$ cat src/rtl/shift_seq_ctrl.sv
// ---------------------------------------------------------------------------
// shift_seq_ctrl
//
// Command-driven sequencer for a serial shift_register instance. A command
// carries a word, a shift direction and a bit count. The block feeds the word
// LSB first into the shift register's d input with en held high for exactly
// that many clocks. It then captures the register's parallel output and
// returns it on a valid/ready response port.
//
// Parameters:
//   WIDTH  shift register width and command/response data width
//   CNT_W  width of the bit-count field ($clog2(WIDTH+1))
//
// Ports:
//   clk_i        clock, all state on rising edge
//   rstn_i       asynchronous active-low reset
//   cmd_valid_i  command valid
//   cmd_ready_o  command ready (high only in IDLE)
//   cmd_dir_i    0 = shift left (d enters bit 0), 1 = shift right (d enters MSB)
//   cmd_len_i    number of bits to shift (values above WIDTH saturate)
//   cmd_data_i   serial source word, sent LSB first
//   sr_d_o       to shift_register d_i
//   sr_en_o      to shift_register en_i
//   sr_dir_o     to shift_register dir_i
//   sr_q_i       from shift_register reg_o
//   rsp_valid_o  response valid
//   rsp_ready_i  response ready
//   rsp_data_o   captured shift register contents
//   busy_o       high whenever the sequencer is not idle
// ---------------------------------------------------------------------------
module shift_seq_ctrl #(
    parameter int WIDTH = 32,
    parameter int CNT_W = $clog2(WIDTH + 1)
) (
    input  logic             clk_i,
    input  logic             rstn_i,
    input  logic             cmd_valid_i,
    output logic             cmd_ready_o,
    input  logic             cmd_dir_i,
    input  logic [CNT_W-1:0] cmd_len_i,
    input  logic [WIDTH-1:0] cmd_data_i,
    output logic             sr_d_o,
    output logic             sr_en_o,
    output logic             sr_dir_o,
    input  logic [WIDTH-1:0] sr_q_i,
    output logic             rsp_valid_o,
    input  logic             rsp_ready_i,
    output logic [WIDTH-1:0] rsp_data_o,
    output logic             busy_o
);

    localparam logic [1:0] ST_IDLE   = 2'd0;
    localparam logic [1:0] ST_SHIFT  = 2'd1;
    localparam logic [1:0] ST_SETTLE = 2'd2;
    localparam logic [1:0] ST_RESP   = 2'd3;

    localparam logic [CNT_W-1:0] LEN_MAX = CNT_W'(WIDTH);
    localparam logic [CNT_W-1:0] CNT_ONE = CNT_W'(1);

    logic [1:0]       state;
    logic [1:0]       state_nxt;
    logic [CNT_W-1:0] count;
    logic [CNT_W-1:0] len_q;
    logic [CNT_W-1:0] len_sat;
    logic [WIDTH-1:0] data_q;
    logic [WIDTH-1:0] data_shifted;
    logic             dir_q;
    logic             cmd_fire;
    logic             rsp_fire;
    logic             last_shift;

    // Lengths beyond the register width saturate, which also keeps the
    // counter from ever selecting a bit past WIDTH-1 of the latched word.
    assign len_sat = (cmd_len_i > LEN_MAX) ? LEN_MAX : cmd_len_i;

    assign cmd_fire   = cmd_valid_i & cmd_ready_o;
    assign rsp_fire   = rsp_valid_o & rsp_ready_i;
    assign last_shift = (state == ST_SHIFT) && (count == (len_q - CNT_ONE));

    // Shifting the word down by the counter presents the current serial bit
    // at position 0 without a variable-width bit select.
    assign data_shifted = data_q >> count;

    // Next-state decode. A zero-length command skips SHIFT entirely so the
    // register is never enabled, but still passes through SETTLE so the
    // response carries a fresh capture of sr_q_i.
    always_comb begin
        state_nxt = state;
        case (state)
            ST_IDLE: begin
                if (cmd_fire) begin
                    state_nxt = (len_sat == '0) ? ST_SETTLE : ST_SHIFT;
                end
            end
            ST_SHIFT: begin
                if (last_shift) begin
                    state_nxt = ST_SETTLE;
                end
            end
            ST_SETTLE: begin
                state_nxt = ST_RESP;
            end
            ST_RESP: begin
                if (rsp_fire) begin
                    state_nxt = ST_IDLE;
                end
            end
            default: begin
                state_nxt = ST_IDLE;
            end
        endcase
    end

    // State register.
    always_ff @(posedge clk_i or negedge rstn_i) begin
        if (!rstn_i) begin
            state <= ST_IDLE;
        end else begin
            state <= state_nxt;
        end
    end

    // Command latch and bit counter. The counter clears on accept and
    // advances once per enabled cycle; its value after the last shift is
    // never used.
    always_ff @(posedge clk_i or negedge rstn_i) begin
        if (!rstn_i) begin
            count  <= '0;
            len_q  <= '0;
            data_q <= '0;
            dir_q  <= 1'b0;
        end else if (cmd_fire) begin
            count  <= '0;
            len_q  <= len_sat;
            data_q <= cmd_data_i;
            dir_q  <= cmd_dir_i;
        end else if (state == ST_SHIFT) begin
            count  <= count + CNT_ONE;
        end
    end

    // Response capture. SETTLE is the first cycle in which sr_q_i shows the
    // result of the final shift, so the capture happens on its exiting edge
    // and the value is then held untouched through any response stall.
    always_ff @(posedge clk_i or negedge rstn_i) begin
        if (!rstn_i) begin
            rsp_data_o <= '0;
        end else if (state == ST_SETTLE) begin
            rsp_data_o <= sr_q_i;
        end
    end

    // Output decode. Everything is derived from registered state, so an
    // asynchronous reset removes the enable immediately.
    always_comb begin
        cmd_ready_o = (state == ST_IDLE);
        busy_o      = (state != ST_IDLE);
        rsp_valid_o = (state == ST_RESP);
        sr_en_o     = (state == ST_SHIFT);
        sr_d_o      = (state == ST_SHIFT) & data_shifted[0];
        sr_dir_o    = (state != ST_IDLE) & dir_q;
    end

endmodule

$ cat config.mk
export PLATFORM = sky130hd
export DESIGN_NAME = shift_seq_ctrl
export DESIGN_NICKNAME = d
export VERILOG_FILES = /design/src/rtl/shift_seq_ctrl.sv
export SDC_FILE = /design/constraint.sdc
export NUM_CORES = 1
export LEC_CHECK = 0
export CAP_MARGIN = 20
export CELL_PAD_IN_SITES_DETAIL_PLACEMENT = 1
export CELL_PAD_IN_SITES_GLOBAL_PLACEMENT = 2
export CORE_MARGIN = 3
export CORE_UTILIZATION = 31
export DETAILED_ROUTE_END_ITERATION = 8
export PLACE_DENSITY = 0.88
export SYNTH_ARGS = -nofsm -noshare
export SYNTH_HDL_FRONTEND = slang
export SYNTH_SLANG_ARGS = --single-unit
$ cat constraint.sdc
create_clock -name clk_i -period 4 [get_ports clk_i]
set_clock_uncertainty 0.05 [all_clocks]
set_input_delay 0.6 -clock clk_i [delete_from_list [all_inputs] [get_ports clk_i]]
set_output_delay 0.6 -clock clk_i [all_outputs]
set_load 0.02 [all_outputs]
==> results of run 1 <==
-- through the flow --
step	util, %	worst slack, ps
2_1_floorplan	-	1630
3_3_place_gp	43.7	931
3_5_place_dp	43.9	943
4_1_cts	46.7	579
5_1_grt	47.0	487
6_report	47.0	629
-- power groups by stage --
| stage | clock network, W | registers, W | logic [W] |
|---|---|---|---|
| final | 0.000842 | 0.00144 | 0.00185 |
| after global routing | 0.000907 | 0.00150 | 0.00204 |
| after CTS | 0.000871 | 0.00145 | 0.00189 |
| after detailed placement | 0 | 0.00146 | 0.00189 |
| after global placement | 0 | 0.00143 | 0.00180 |
| after floorplan | 0 | 0.00156 | 0.00102 |
-- kinds of logic after synthesis --
family | count (synthesis)
fa+ha+maj | 6
flops | 79
simple gates | 144
mux | 46
compound gates | 14
xor+xnor | 12
buf+inv | 24
-- worst reg2reg max path, cell delays in order (launching register included) --
cell and delay [ps]:
sky130_fd_sc_hd__dfrtp_1 410, sky130_fd_sc_hd__inv_1 80, sky130_fd_sc_hd__ha_1 300, sky130_fd_sc_hd__xnor2_1 120, sky130_fd_sc_hd__nor2_1 170, sky130_fd_sc_hd__o2111ai_2 200
sky130_fd_sc_hd__or4_1 530, sky130_fd_sc_hd__nand3_1 80
-- state kept, by name (all words and copies together) (netlist names) --
| name | cells |
|---|---|
| state | 2 |
| data_q | 32 |
| dir_q | 1 |
| count | 6 |
| rsp_data_o | 32 |
| len_q | 6 |
-- cell type report --
class / count / area [um^2]
multi-input combinational: 222 / 1540
tap: 140 / 175
fill: 1235 / 5900
timing repair buffer: 116 / 1190
inverter: 8 / 30.0
sequential: 79 / 1980
clock inverter: 2 / 37.5
clock buffer: 14 / 274
-- worst paths after layout --
path | to | start | cells past startpoint | slack (ps)
max | sr_d_o | count[0] | 5 | 630
min | data_q[15] | rstn_i | 1 | 70
max reg2reg | state[0] | len_q[0] | 7 | 1990
min reg2reg | dir_q | dir_q | 2 | 410
max in group asynchronous | rsp_data_o[5] | rstn_i | 2 | 3250
min in group clk_i | dir_q | dir_q | 2 | 410
-- layout by cell type, fill, tap and decap left out, types with 2 or more instances in the layout --
| cell type | synthesis | final |
|---|---|---|
| sky130_fd_sc_hd__nand2_1 | 113 | 113 |
| sky130_fd_sc_hd__clkdlybuf4s50_1 | 0 | 111 |
| sky130_fd_sc_hd__dfrtp_1 | 79 | 79 |
| sky130_fd_sc_hd__mux2_2 | 32 | 32 |
| sky130_fd_sc_hd__clkbuf_16 | 0 | 9 |
| sky130_fd_sc_hd__inv_1 | 8 | 8 |
| sky130_fd_sc_hd__mux4_1 | 8 | 8 |
| sky130_fd_sc_hd__nor2_1 | 8 | 8 |
| sky130_fd_sc_hd__xor2_1 | 8 | 8 |
| sky130_fd_sc_hd__nand3b_1 | 6 | 6 |
| sky130_fd_sc_hd__ha_1 | 6 | 6 |
| sky130_fd_sc_hd__mux2i_1 | 5 | 5 |
| sky130_fd_sc_hd__nor3_1 | 4 | 4 |
| sky130_fd_sc_hd__xnor2_1 | 4 | 4 |
| sky130_fd_sc_hd__and2_1 | 3 | 3 |
| sky130_fd_sc_hd__o21ai_0 | 3 | 3 |
| sky130_fd_sc_hd__clkbuf_8 | 0 | 3 |
| sky130_fd_sc_hd__buf_4 | 0 | 3 |
| sky130_fd_sc_hd__and3_1 | 2 | 2 |
| sky130_fd_sc_hd__a221oi_1 | 2 | 2 |
| sky130_fd_sc_hd__nand3_1 | 2 | 2 |
| sky130_fd_sc_hd__nand4_1 | 2 | 2 |
| sky130_fd_sc_hd__clkbuf_1 | 12 | 2 |
| sky130_fd_sc_hd__buf_16 | 0 | 2 |
-- layer usage --
| metal | GRT usage, % | share of wire (%) | vias to the layer above |
|---|---|---|---|
| li1 | - | - | 1315 |
| met1 | 17.6 | 41 | 1372 |
| met2 | 25.5 | 53 | 65 |
| met3 | 3.12 | 4.4 | 13 |
| met4 | 5.15 | 1.5 | 0 |
| met5 | 0 | 0 | - |
==> impl_metrics.prom, run 1 <==
# TYPE chip_impl_metric gauge
chip_impl_metric{name="post_drt_via_cell_ratio",unit=""} 4.76
chip_impl_metric{name="grt_start_max_net_pins",unit=""} 80
chip_impl_metric{name="critical_path_arrival",unit="ps"} 2720
chip_impl_metric{name="critical_path_peak_fanout",unit=""} 12
chip_impl_metric{name="floorplan.die_area",unit="um^2"} 13000
chip_impl_info{name="critPathCaptureType",value="primary output"} 1
chip_impl_metric{name="power.combinational.fraction",unit="%"} 44.8
chip_impl_metric{name="final_max_slew_viol_count",unit=""} 0
chip_impl_metric{name="setup-violations-final",unit=""} 0
chip_impl_info{name="path_class",value="flip-flop to primary output"} 1
chip_impl_metric{name="synth_nets",unit=""} 406
chip_impl_metric{name="grtUsageTotal",unit="%"} 14.5
chip_impl_metric{name="timing.final.crit_period",unit="ps"} 3370
chip_impl_metric{name="synth-seq-cells",unit=""} 79
chip_impl_metric{name="synth.top_cell.area_share",unit="%"} 54.4
chip_impl_metric{name="synth-async-reset-ratio",unit="%"} 100
chip_impl_info{name="worst_path_dominant_cell_family",value="multiplexers"} 1
chip_impl_metric{name="cts.path.max_buffers",unit=""} 2
chip_impl_metric{name="floorplan.initialDensity",unit="%"} 32.6
chip_impl_metric{name="cts.hold.buffers_added",unit=""} 0
chip_impl_metric{name="globalplace.congestion",unit=""} 0.727
chip_impl_metric{name="finalWirelength",unit="mm"} 9.13
chip_impl_metric{name="floorplan.die.width",unit="um"} 114
chip_impl_metric{name="top_level_ports",unit=""} 113
chip_impl_metric{name="layout.cells.non_filler",unit=""} 581
chip_impl_info{name="dominant_combinational_cell_family_by_area_after_synthesis",value="multiplexers"} 1
chip_impl_metric{name="crit_required",unit="ps"} 3350
chip_impl_info{name="yosysMostFrequentCell",value="sky130_fd_sc_hd__nand2_1"} 1
chip_impl_metric{name="layout-drive-gt1-share",unit="%"} 12.5
chip_impl_metric{name="cts_buffer_count",unit=""} 9
chip_impl_metric{name="cts_resized",unit=""} 0
chip_impl_metric{name="worst_pin_slew",unit="ps"} 524
chip_impl_metric{name="place.detailed.hpwl",unit="mm"} 6.71
chip_impl_info{name="rsz0062_at_grt",value="no"} 1
chip_impl_metric{name="synth_cell_types",unit=""} 37
chip_impl_metric{name="syn_area_per_cell",unit="um^2"} 11.2
chip_impl_metric{name="cell_internal_power",unit="W"} 0.00269
chip_impl_metric{name="route.vias.total",unit=""} 2765
chip_impl_metric{name="syn_inst",unit=""} 325
chip_impl_info{name="ys_top_cells_by_count",value="sky130_fd_sc_hd__nand2_1, sky130_fd_sc_hd__dfrtp_1, sky130_fd_sc_hd__mux2_2"} 1
chip_impl_metric{name="net_switching_component_of_the_power",unit="W"} 0.00145
chip_impl_metric{name="vias_in_the_first_global_route",unit=""} 3034
chip_impl_info{name="status",value="complete, no violations"} 1
chip_impl_metric{name="vdd.ir_drop.worst",unit="mV"} 0.426
chip_impl_metric{name="pwr_density_cell",unit="nW/um^2"} 791
chip_impl_metric{name="numPortBuffers",unit=""} 112
chip_impl_metric{name="grt_first_pass_wirelength",unit="mm"} 15.0
chip_impl_info{name="synth_top_cells_by_area",value="sky130_fd_sc_hd__dfrtp_1, sky130_fd_sc_hd__nand2_1, sky130_fd_sc_hd__mux2_2"} 1
chip_impl_metric{name="hold_ws",unit="ps"} 68.9
chip_impl_metric{name="fp.dieH",unit="um"} 114
chip_impl_metric{name="drt_first_pass_iters",unit=""} 4
chip_impl_metric{name="count_of_nets_left_with_antenna_violations_after_detail_routing",unit=""} 0
chip_impl_info{name="root_buffer",value="sky130_fd_sc_hd__clkbuf_16"} 1
chip_impl_metric{name="critical_path.n_buffers_inverters",unit=""} 1
chip_impl_info{name="yosys.area.top_type",value="sky130_fd_sc_hd__dfrtp_1"} 1
chip_impl_metric{name="place_area",unit="um^2"} 4890
chip_impl_metric{name="fmax",unit="MHz"} 297
chip_impl_info{name="cts_tree",value="done"} 1
chip_impl_info{name="timing.critical_path.slowest_stage_cell",value="sky130_fd_sc_hd__dfrtp_1"} 1
chip_impl_metric{name="mapped_cell_area",unit="um^2"} 3630
chip_impl_metric{name="area_added_between_synthesis_and_finish",unit="%"} 43.9
chip_impl_metric{name="synth-adder-area-share",unit="%"} 2.07
chip_impl_info{name="crit_path_cell_trace",value="mux4_1 -> mux2i_1 -> mux4_2 -> nor3b_2 -> clkdlybuf4s50_1"} 1
chip_impl_metric{name="setup_tns",unit="ps"} 0
chip_impl_metric{name="cts.clk_slew.worst_paths",unit="ps"} 60
chip_impl_metric{name="drv_cap",unit=""} 0
chip_impl_metric{name="synth.area.mux_share",unit="%"} 17.7
chip_impl_metric{name="place_inst",unit=""} 564
chip_impl_metric{name="layout_cell_area_excl_fill",unit="um^2"} 5230
chip_impl_metric{name="static-leakage-power",unit="nW"} 2.35
chip_impl_metric{name="max-slew-margin-rel",unit="%"} 65.1
chip_impl_metric{name="placement_rows",unit=""} 38
chip_impl_metric{name="drc_violation_count_after_routing",unit=""} 0
chip_impl_metric{name="power.clock.fraction",unit="%"} 20.4
chip_impl_metric{name="timing_hold_violations_final",unit=""} 0
chip_impl_metric{name="yosys.area_share.simple",unit="%"} 16.7
chip_impl_metric{name="final_min_period_over_clock_period",unit="%"} 84.3
chip_impl_metric{name="worst_path_largest_cell_delay",unit="ps"} 670
chip_impl_metric{name="antenna_found_initial",unit=""} 0
chip_impl_metric{name="cts_num_sinks",unit=""} 79
chip_impl_metric{name="synth_enable_flop_cells",unit=""} 0
chip_impl_info{name="start_kind",value="flip-flop"} 1
chip_impl_metric{name="grt_overflow_total",unit=""} 0
chip_impl_metric{name="power.switching_fraction",unit="%"} 35.0
chip_impl_metric{name="pwr-share-seq",unit="%"} 34.8
chip_impl_metric{name="wl_per_cell",unit="um"} 15.7
chip_impl_metric{name="p_total",unit="W"} 0.00414
chip_impl_info{name="hold_path_class",value="primary input to async pin"} 1
chip_impl_metric{name="ys_seq_area_share",unit="%"} 54.4
chip_impl_metric{name="clkLatencyLatePin",unit="ps"} 330
chip_impl_info{name="synth_flop_cell",value="sky130_fd_sc_hd__dfrtp_1"} 1
chip_impl_metric{name="clock_tree.htree_level_count",unit=""} 3
chip_impl_metric{name="detailedRoute.firstIterationViolations",unit=""} 103
chip_impl_metric{name="n_antenna_cell",unit=""} 0
chip_impl_metric{name="post_synth_xor_area_fraction",unit="%"} 2.89
chip_impl_metric{name="synth_compound_gate_area_share",unit="%"} 3.10
chip_impl_metric{name="yosysWarnings",unit=""} 0
chip_impl_metric{name="cts_post_setup_buffers_inserted",unit=""} 0
chip_impl_metric{name="final_nets",unit=""} 517
chip_impl_metric{name="fp.coreArea",unit="um^2"} 11100
No activity file was read; power rests on OpenSTA's default activity.
==> run 2, diff against run 1 <==
--- a/config.mk
+++ b/config.mk
@@ -9,9 +9,9 @@
 export CELL_PAD_IN_SITES_DETAIL_PLACEMENT = 1
 export CELL_PAD_IN_SITES_GLOBAL_PLACEMENT = 2
 export CORE_MARGIN = 3
-export CORE_UTILIZATION = 31
+export CORE_UTILIZATION = 26
 export DETAILED_ROUTE_END_ITERATION = 8
-export PLACE_DENSITY = 0.88
+export PLACE_DENSITY = 0.79
 export SYNTH_ARGS = -nofsm -noshare
 export SYNTH_HDL_FRONTEND = slang
 export SYNTH_SLANG_ARGS = --single-unit
==> constraint.sdc (replaced) <==
create_clock -name clk_i -period 2.9 [get_ports clk_i]
set_clock_uncertainty 0.05 [all_clocks]
set_input_delay 0.435 -clock clk_i [delete_from_list [all_inputs] [get_ports clk_i]]
set_output_delay 0.435 -clock clk_i [all_outputs]
set_load 0.02 [all_outputs]
==> impl_metrics.prom, run 2 (synthesized netlist as in run 1, its figures left out) <==
# TYPE chip_impl_metric gauge
chip_impl_info{name="hold_path_class",value="primary input to async pin"} 1
chip_impl_metric{name="cts_num_sinks",unit=""} 79
chip_impl_metric{name="vias_in_the_first_global_route",unit=""} 2984
chip_impl_metric{name="layout.cells.non_filler",unit=""} 620
chip_impl_metric{name="place_inst",unit=""} 603
chip_impl_info{name="rr_startpoint",value="len_q[0]"} 1
chip_impl_metric{name="reg2reg_slack",unit="ps"} 870
chip_impl_metric{name="floorplan.die.width",unit="um"} 124
chip_impl_metric{name="grtUsageTotal",unit="%"} 12.4
chip_impl_metric{name="cts.clk_slew.worst_paths",unit="ps"} 60
chip_impl_metric{name="fp.dieH",unit="um"} 124
chip_impl_metric{name="finalWirelength",unit="mm"} 9.14
chip_impl_metric{name="detailedRoute.firstIterationViolations",unit=""} 110
chip_impl_metric{name="timing_hold_violations_final",unit=""} 0
chip_impl_metric{name="floorplan.die_area",unit="um^2"} 15400
chip_impl_metric{name="final_nets",unit=""} 520
chip_impl_metric{name="drv_cap",unit=""} 0
chip_impl_metric{name="sequential_cell_area",unit="um^2"} 1980
chip_impl_info{name="layout_top_registers",value="data_q: 32 flops, rsp_data_o: 32 flops"} 1
chip_impl_metric{name="wl_per_cell",unit="um"} 14.7
chip_impl_metric{name="placement_rows",unit=""} 42
chip_impl_metric{name="layout.filler_cells",unit=""} 1518
chip_impl_metric{name="setup_tns",unit="ps"} 0
chip_impl_info{name="rsz0062_at_grt",value="no"} 1
chip_impl_info{name="mostFrequentLayoutCell",value="sky130_fd_sc_hd__nand2_1"} 1
chip_impl_info{name="worstReg2RegEnd",value="state[0]"} 1
chip_impl_metric{name="critical_path_arrival",unit="ps"} 2220
chip_impl_metric{name="final_max_slew_viol_count",unit=""} 0
chip_impl_metric{name="pwr_density_cell",unit="nW/um^2"} 1090
chip_impl_metric{name="floorplan.initialDensity",unit="%"} 27.0
chip_impl_metric{name="post_drt_via_cell_ratio",unit=""} 4.47
chip_impl_metric{name="vdd.ir_drop.worst",unit="mV"} 0.324
chip_impl_info{name="critPathCapture",value="sr_d_o"} 1
chip_impl_metric{name="cts_buffer_count",unit=""} 9
chip_impl_info{name="start_kind",value="flip-flop"} 1
chip_impl_metric{name="fmax",unit="MHz"} 369
chip_impl_metric{name="grt_first_pass_wirelength",unit="mm"} 14.7
chip_impl_info{name="status",value="complete, no violations"} 1
chip_impl_metric{name="finalWorstSetupSlack",unit="ps"} 193
chip_impl_metric{name="layout-drive-gt1-share",unit="%"} 13.3
chip_impl_metric{name="count_of_nets_left_with_antenna_violations_after_detail_routing",unit=""} 0
chip_impl_metric{name="cts.hold.buffers_added",unit=""} 0
chip_impl_metric{name="grt_overflow_total",unit=""} 0
chip_impl_metric{name="drt_first_pass_iters",unit=""} 6
chip_impl_metric{name="placement.setup.worst_slack",unit="ps"} 98.0
chip_impl_metric{name="crit_required",unit="ps"} 2410
chip_impl_info{name="path_class",value="flip-flop to primary output"} 1
chip_impl_info{name="mostFrequentLayoutCells",value="sky130_fd_sc_hd__nand2_1, sky130_fd_sc_hd__clkdlybuf4s50_1, sky130_fd_sc_hd__dfrtp_1"} 1
chip_impl_metric{name="fp.coreArea",unit="um^2"} 13500
chip_impl_metric{name="antenna_found_initial",unit=""} 0
chip_impl_metric{name="final_min_period_over_clock_period",unit="%"} 93.4
chip_impl_metric{name="top_level_ports",unit=""} 113
chip_impl_metric{name="critical_path_peak_fanout",unit=""} 11
chip_impl_metric{name="static-leakage-power",unit="nW"} 2.36
chip_impl_metric{name="setup-violations-final",unit=""} 0
chip_impl_metric{name="multiInputGateArea",unit="um^2"} 1540
chip_impl_metric{name="cts.path.max_buffers",unit=""} 2
chip_impl_metric{name="grt_start_max_net_pins",unit=""} 80
chip_impl_metric{name="area_added_between_synthesis_and_finish",unit="%"} 45.7
chip_impl_metric{name="n_antenna_cell",unit=""} 0
chip_impl_metric{name="worst_pin_slew",unit="ps"} 596
chip_impl_metric{name="timing.final.crit_period",unit="ps"} 2710
chip_impl_info{name="timing.critical_path.from",value="count[0]"} 1
chip_impl_metric{name="clkLatencyLatePin",unit="ps"} 330
chip_impl_metric{name="place.detailed.hpwl",unit="mm"} 6.68
chip_impl_metric{name="drc_violation_count_after_routing",unit=""} 0
chip_impl_info{name="cts_tree",value="done"} 1
chip_impl_metric{name="numPortBuffers",unit=""} 112
chip_impl_info{name="root_buffer",value="sky130_fd_sc_hd__clkbuf_16"} 1
chip_impl_metric{name="globalplace.congestion",unit=""} 0.725
chip_impl_info{name="critPathCaptureType",value="primary output"} 1
chip_impl_metric{name="route.vias.total",unit=""} 2769
chip_impl_metric{name="worstRegToRegCells",unit=""} 7
chip_impl_metric{name="clock_tree.htree_level_count",unit=""} 3
chip_impl_metric{name="max-slew-margin-rel",unit="%"} 60.3
run 2: cell type report:
type                    instances  area share (%)
flip-flops and latches         79            37.4
multi-input cells             222            29.2
repair buffers                119            22.8
clock buffers                  11            4.40
well taps                     176            4.16
clock inverters                 5            1.54
inverters                       8           0.568
run 2: through the flow:
stage | hold slack (ps) | area, um^2 | total power (W) | utilization, %
2_1_floorplan | 89.4 | 3630 | 0.00357 | -
3_3_place_gp | 404 | 4960 | 0.00455 | 36.9
3_5_place_dp | 414 | 4960 | 0.00465 | 36.9
4_1_cts | 253 | 5270 | 0.00589 | 39.2
5_1_grt | 55.4 | 5290 | 0.00622 | 39.3
6_report | 20.2 | 5290 | 0.00577 | 39.3
run 2: power breakdown:
| group | internal, W | total (W) | switching, W |
|---|---|---|---|
| clock network | 0.000756 | 0.00120 | 0.000446 |
| logic | 0.00137 | 0.00261 | 0.00124 |
| registers | 0.00162 | 0.00195 | 0.000332 |
| total | 0.00375 | 0.00577 | 0.00202 |
run 2: timing repair:
| item | 4_1_cts | 5_1_grt |
|---|---|---|
| setup endpoints to repair | 1 | 1 |
| buffers inserted | 0 | 0 |
| pin swaps | 0 | 0 |
| resized for setup | 2 | 1 |
| gates cloned | 0 | 0 |
run 2: worst min path at each step:
| stage | slack (ps) | depth (start not counted) | end |
|---|---|---|---|
| after floorplan | 90 | 0 | count[0] |
| after global placement | 400 | 2 | data_q[18] |
| after detailed placement | 410 | 2 | data_q[5] |
| after CTS | 250 | 1 | dir_q |
| after global routing | 60 | 1 | dir_q |
| final | 20 | 1 | dir_q |
run 2: worst max-delay path, stage by stage (launching register included):
cell,delay [ps]
sky130_fd_sc_hd__dfrtp_1,420
sky130_fd_sc_hd__buf_12,170
sky130_fd_sc_hd__mux4_1,350
sky130_fd_sc_hd__mux2i_1,80
sky130_fd_sc_hd__mux4_2,470
sky130_fd_sc_hd__nor3b_2,200
sky130_fd_sc_hd__clkbuf_2,200
run 2: routing by layer:
metal | vias to the layer above | routed length, um | global-route usage, %
met5 | - | 0 | 0
met4 | 0 | 90 | 4.18
met3 | 11 | 587 | 3.81
met2 | 73 | 4350 | 19.5
met1 | 1365 | 4110 | 16.2
li1 | 1320 | - | -
==> run 3, diff against run 2 <==
--- a/config.mk
+++ b/config.mk
@@ -8,8 +8,9 @@
 export CAP_MARGIN = 20
 export CELL_PAD_IN_SITES_DETAIL_PLACEMENT = 1
 export CELL_PAD_IN_SITES_GLOBAL_PLACEMENT = 2
-export CORE_MARGIN = 3
+export CORE_MARGIN = 8
 export CORE_UTILIZATION = 26
+export CTS_BUF_LIST = sky130_fd_sc_hd__clkbuf_8 sky130_fd_sc_hd__clkbuf_16
 export DETAILED_ROUTE_END_ITERATION = 8
 export PLACE_DENSITY = 0.79
 export SYNTH_ARGS = -nofsm -noshare
==> impl_metrics.prom, run 3 (synthesized netlist as in run 1, its figures left out) <==
# TYPE chip_impl_metric gauge
chip_impl_metric{name="final_max_slew_viol_count",unit=""} 0
chip_impl_info{name="critPathCaptureType",value="primary output"} 1
chip_impl_metric{name="final_nets",unit=""} 520
chip_impl_metric{name="drv_cap",unit=""} 0
chip_impl_metric{name="cts.hold.buffers_added",unit=""} 0
chip_impl_metric{name="floorplan.die.width",unit="um"} 134
chip_impl_metric{name="layout.cells.non_filler",unit=""} 624
chip_impl_metric{name="floorplan.die_area",unit="um^2"} 18000
chip_impl_metric{name="cts_buffer_count",unit=""} 9
chip_impl_metric{name="finalWirelength",unit="mm"} 9.66
chip_impl_metric{name="pwr-share-seq",unit="%"} 33.9
chip_impl_metric{name="sequential_cell_area",unit="um^2"} 1980
chip_impl_metric{name="clock_tree.htree_level_count",unit=""} 3
chip_impl_info{name="mostFrequentLayoutCell",value="sky130_fd_sc_hd__nand2_1"} 1
chip_impl_metric{name="final_min_period_over_clock_period",unit="%"} 92.7
chip_impl_metric{name="power.clock.fraction",unit="%"} 20.9
chip_impl_info{name="root_buffer",value="sky130_fd_sc_hd__clkbuf_16"} 1
chip_impl_metric{name="layout_cell_area_excl_fill",unit="um^2"} 5300
chip_impl_metric{name="fin_util",unit="%"} 38.5
chip_impl_metric{name="globalplace.congestion",unit=""} 0.759
chip_impl_metric{name="cts.clk_slew.worst_paths",unit="ps"} 60
chip_impl_metric{name="grt_overflow_total",unit=""} 0
chip_impl_metric{name="vias_in_the_first_global_route",unit=""} 3076
chip_impl_metric{name="critical_path_arrival",unit="ps"} 2200
chip_impl_metric{name="antenna_found_initial",unit=""} 0
chip_impl_metric{name="critical_path_peak_fanout",unit=""} 11
chip_impl_info{name="hold_path_class",value="primary input to async pin"} 1
chip_impl_metric{name="layout.filler_cells",unit=""} 1559
chip_impl_metric{name="drt_first_pass_iters",unit=""} 4
chip_impl_info{name="mostFrequentLayoutCells",value="sky130_fd_sc_hd__nand2_1, sky130_fd_sc_hd__clkdlybuf4s50_1, sky130_fd_sc_hd__dfrtp_1"} 1
chip_impl_info{name="violations",value="hold timing"} 1
chip_impl_metric{name="drc_violation_count_after_routing",unit=""} 0
chip_impl_metric{name="fp.dieH",unit="um"} 134
chip_impl_metric{name="placement_rows",unit=""} 43
chip_impl_info{name="status",value="complete, but fails checks"} 1
chip_impl_metric{name="grt_first_pass_wirelength",unit="mm"} 16.0
chip_impl_metric{name="fp.coreArea",unit="um^2"} 13800
chip_impl_metric{name="top_level_ports",unit=""} 113
chip_impl_metric{name="timing_hold_violations_final",unit=""} 28
chip_impl_metric{name="numPortBuffers",unit=""} 112
chip_impl_metric{name="power.combinational.fraction",unit="%"} 45.2
chip_impl_info{name="cts_tree",value="done"} 1
chip_impl_metric{name="place_area",unit="um^2"} 4950
chip_impl_metric{name="p_total",unit="W"} 0.00578
chip_impl_metric{name="static-leakage-power",unit="nW"} 2.38
chip_impl_metric{name="n_antenna_cell",unit=""} 0
chip_impl_metric{name="floorplan.initialDensity",unit="%"} 26.4
chip_impl_metric{name="setup_tns",unit="ps"} 0
chip_impl_metric{name="setup-violations-final",unit=""} 0
chip_impl_metric{name="grt_start_max_net_pins",unit=""} 80
chip_impl_metric{name="multiInputGateArea",unit="um^2"} 1540
chip_impl_metric{name="pwr_density_cell",unit="nW/um^2"} 1090
chip_impl_info{name="rsz0062_at_grt",value="no"} 1
chip_impl_metric{name="wl_per_cell",unit="um"} 15.5
chip_impl_metric{name="grtUsageTotal",unit="%"} 11.1
chip_impl_info{name="path_class",value="flip-flop to primary output"} 1
chip_impl_metric{name="fmax",unit="MHz"} 372
chip_impl_info{name="start_kind",value="flip-flop"} 1
chip_impl_metric{name="worstRegToRegCells",unit=""} 7
chip_impl_metric{name="layout-drive-gt1-share",unit="%"} 13.3
chip_impl_metric{name="net_switching_component_of_the_power",unit="W"} 0.00201
chip_impl_info{name="layout_top_registers",value="data_q: 32 flops, rsp_data_o: 32 flops"} 1
chip_impl_metric{name="max-slew-margin-rel",unit="%"} 63.4
chip_impl_metric{name="clkLatencyLatePin",unit="ps"} 320
chip_impl_metric{name="post_drt_via_cell_ratio",unit=""} 4.42
chip_impl_metric{name="count_of_nets_left_with_antenna_violations_after_detail_routing",unit=""} 0
chip_impl_metric{name="place.detailed.hpwl",unit="mm"} 7.42
chip_impl_metric{name="cts.path.max_buffers",unit=""} 2
chip_impl_metric{name="place_inst",unit=""} 607
chip_impl_metric{name="worst_pin_slew",unit="ps"} 550
chip_impl_metric{name="area_added_between_synthesis_and_finish",unit="%"} 46.0
chip_impl_metric{name="vdd.ir_drop.worst",unit="mV"} 0.267
chip_impl_metric{name="timing.final.crit_period",unit="ps"} 2690
chip_impl_metric{name="crit_required",unit="ps"} 2410
chip_impl_metric{name="hold_ws",unit="ps"} -17.0
chip_impl_metric{name="route.vias.total",unit=""} 2756
chip_impl_metric{name="cell_internal_power",unit="W"} 0.00377
chip_impl_metric{name="power.switching_fraction",unit="%"} 34.7
chip_impl_metric{name="cts_num_sinks",unit=""} 79
chip_impl_metric{name="detailedRoute.firstIterationViolations",unit=""} 100
[run 3: final timing paths]
check / start / to / slack [ps]
worst max-delay path: count[0] / sr_d_o / 210
worst min-delay path: rstn_i / dir_q / -20
worst max register to register: len_q[0] / state[0] / 820
worst min register to register: data_q[22] / data_q[22] / 420
max in group asynchronous: rstn_i / rsp_data_o[19] / 2230
min in group clk_i: data_q[22] / data_q[22] / 420
[run 3: repair_timing]
| action | in CTS | in global routing |
|---|---|---|
| setup endpoints to repair | 1 | 1 |
| gates resized for setup | 1 | 2 |
| setup buffers | 0 | 0 |
[run 3: through the flow]
step	setup slack [ps]	hold slack, ps
after global routing	83.7	10.5
after CTS	12.5	282
after detailed placement	103	416
final	211	-17.0
after floorplan	696	89.4
after global placement	105	404
[run 3: metal layers]
| metal | track usage [%] | wire [um] |
|---|---|---|
| met5 | 0 | 0 |
| met2 | 18.2 | 4850 |
| met3 | 3.18 | 498 |
| met1 | 13.7 | 4220 |
| met4 | 3.37 | 91 |
[run 3: power by group through the flow]
| stage | Clock (W) | Sequential, W | Combinational [W] |
|---|---|---|---|
| 5_1_grt | 0.00130 | 0.00204 | 0.00286 |
| 3_5_place_dp | 0 | 0.00199 | 0.00267 |
| 3_3_place_gp | 0 | 0.00196 | 0.00260 |
| 6_report | 0.00121 | 0.00196 | 0.00261 |
| 2_1_floorplan | 0 | 0.00216 | 0.00141 |
| 4_1_cts | 0.00125 | 0.00198 | 0.00267 |
[run 3: cell type report]
class	instances	area share, %
clock inverter	5	1.37
sequential	79	37.3
inverter	8	0.567
multi-input combinational	222	29.1
timing repair buffer	119	22.6
tap	180	4.25
clock buffer	11	4.77
[run 3: worst max-delay path, stage by stage, from the launching register on]
cell                       delay (ps)
sky130_fd_sc_hd__dfrtp_1          410
sky130_fd_sc_hd__buf_12           160
sky130_fd_sc_hd__mux4_1           330
sky130_fd_sc_hd__mux2i_1           80
sky130_fd_sc_hd__mux4_2           490
sky130_fd_sc_hd__nor3b_2          200
sky130_fd_sc_hd__clkbuf_2         200
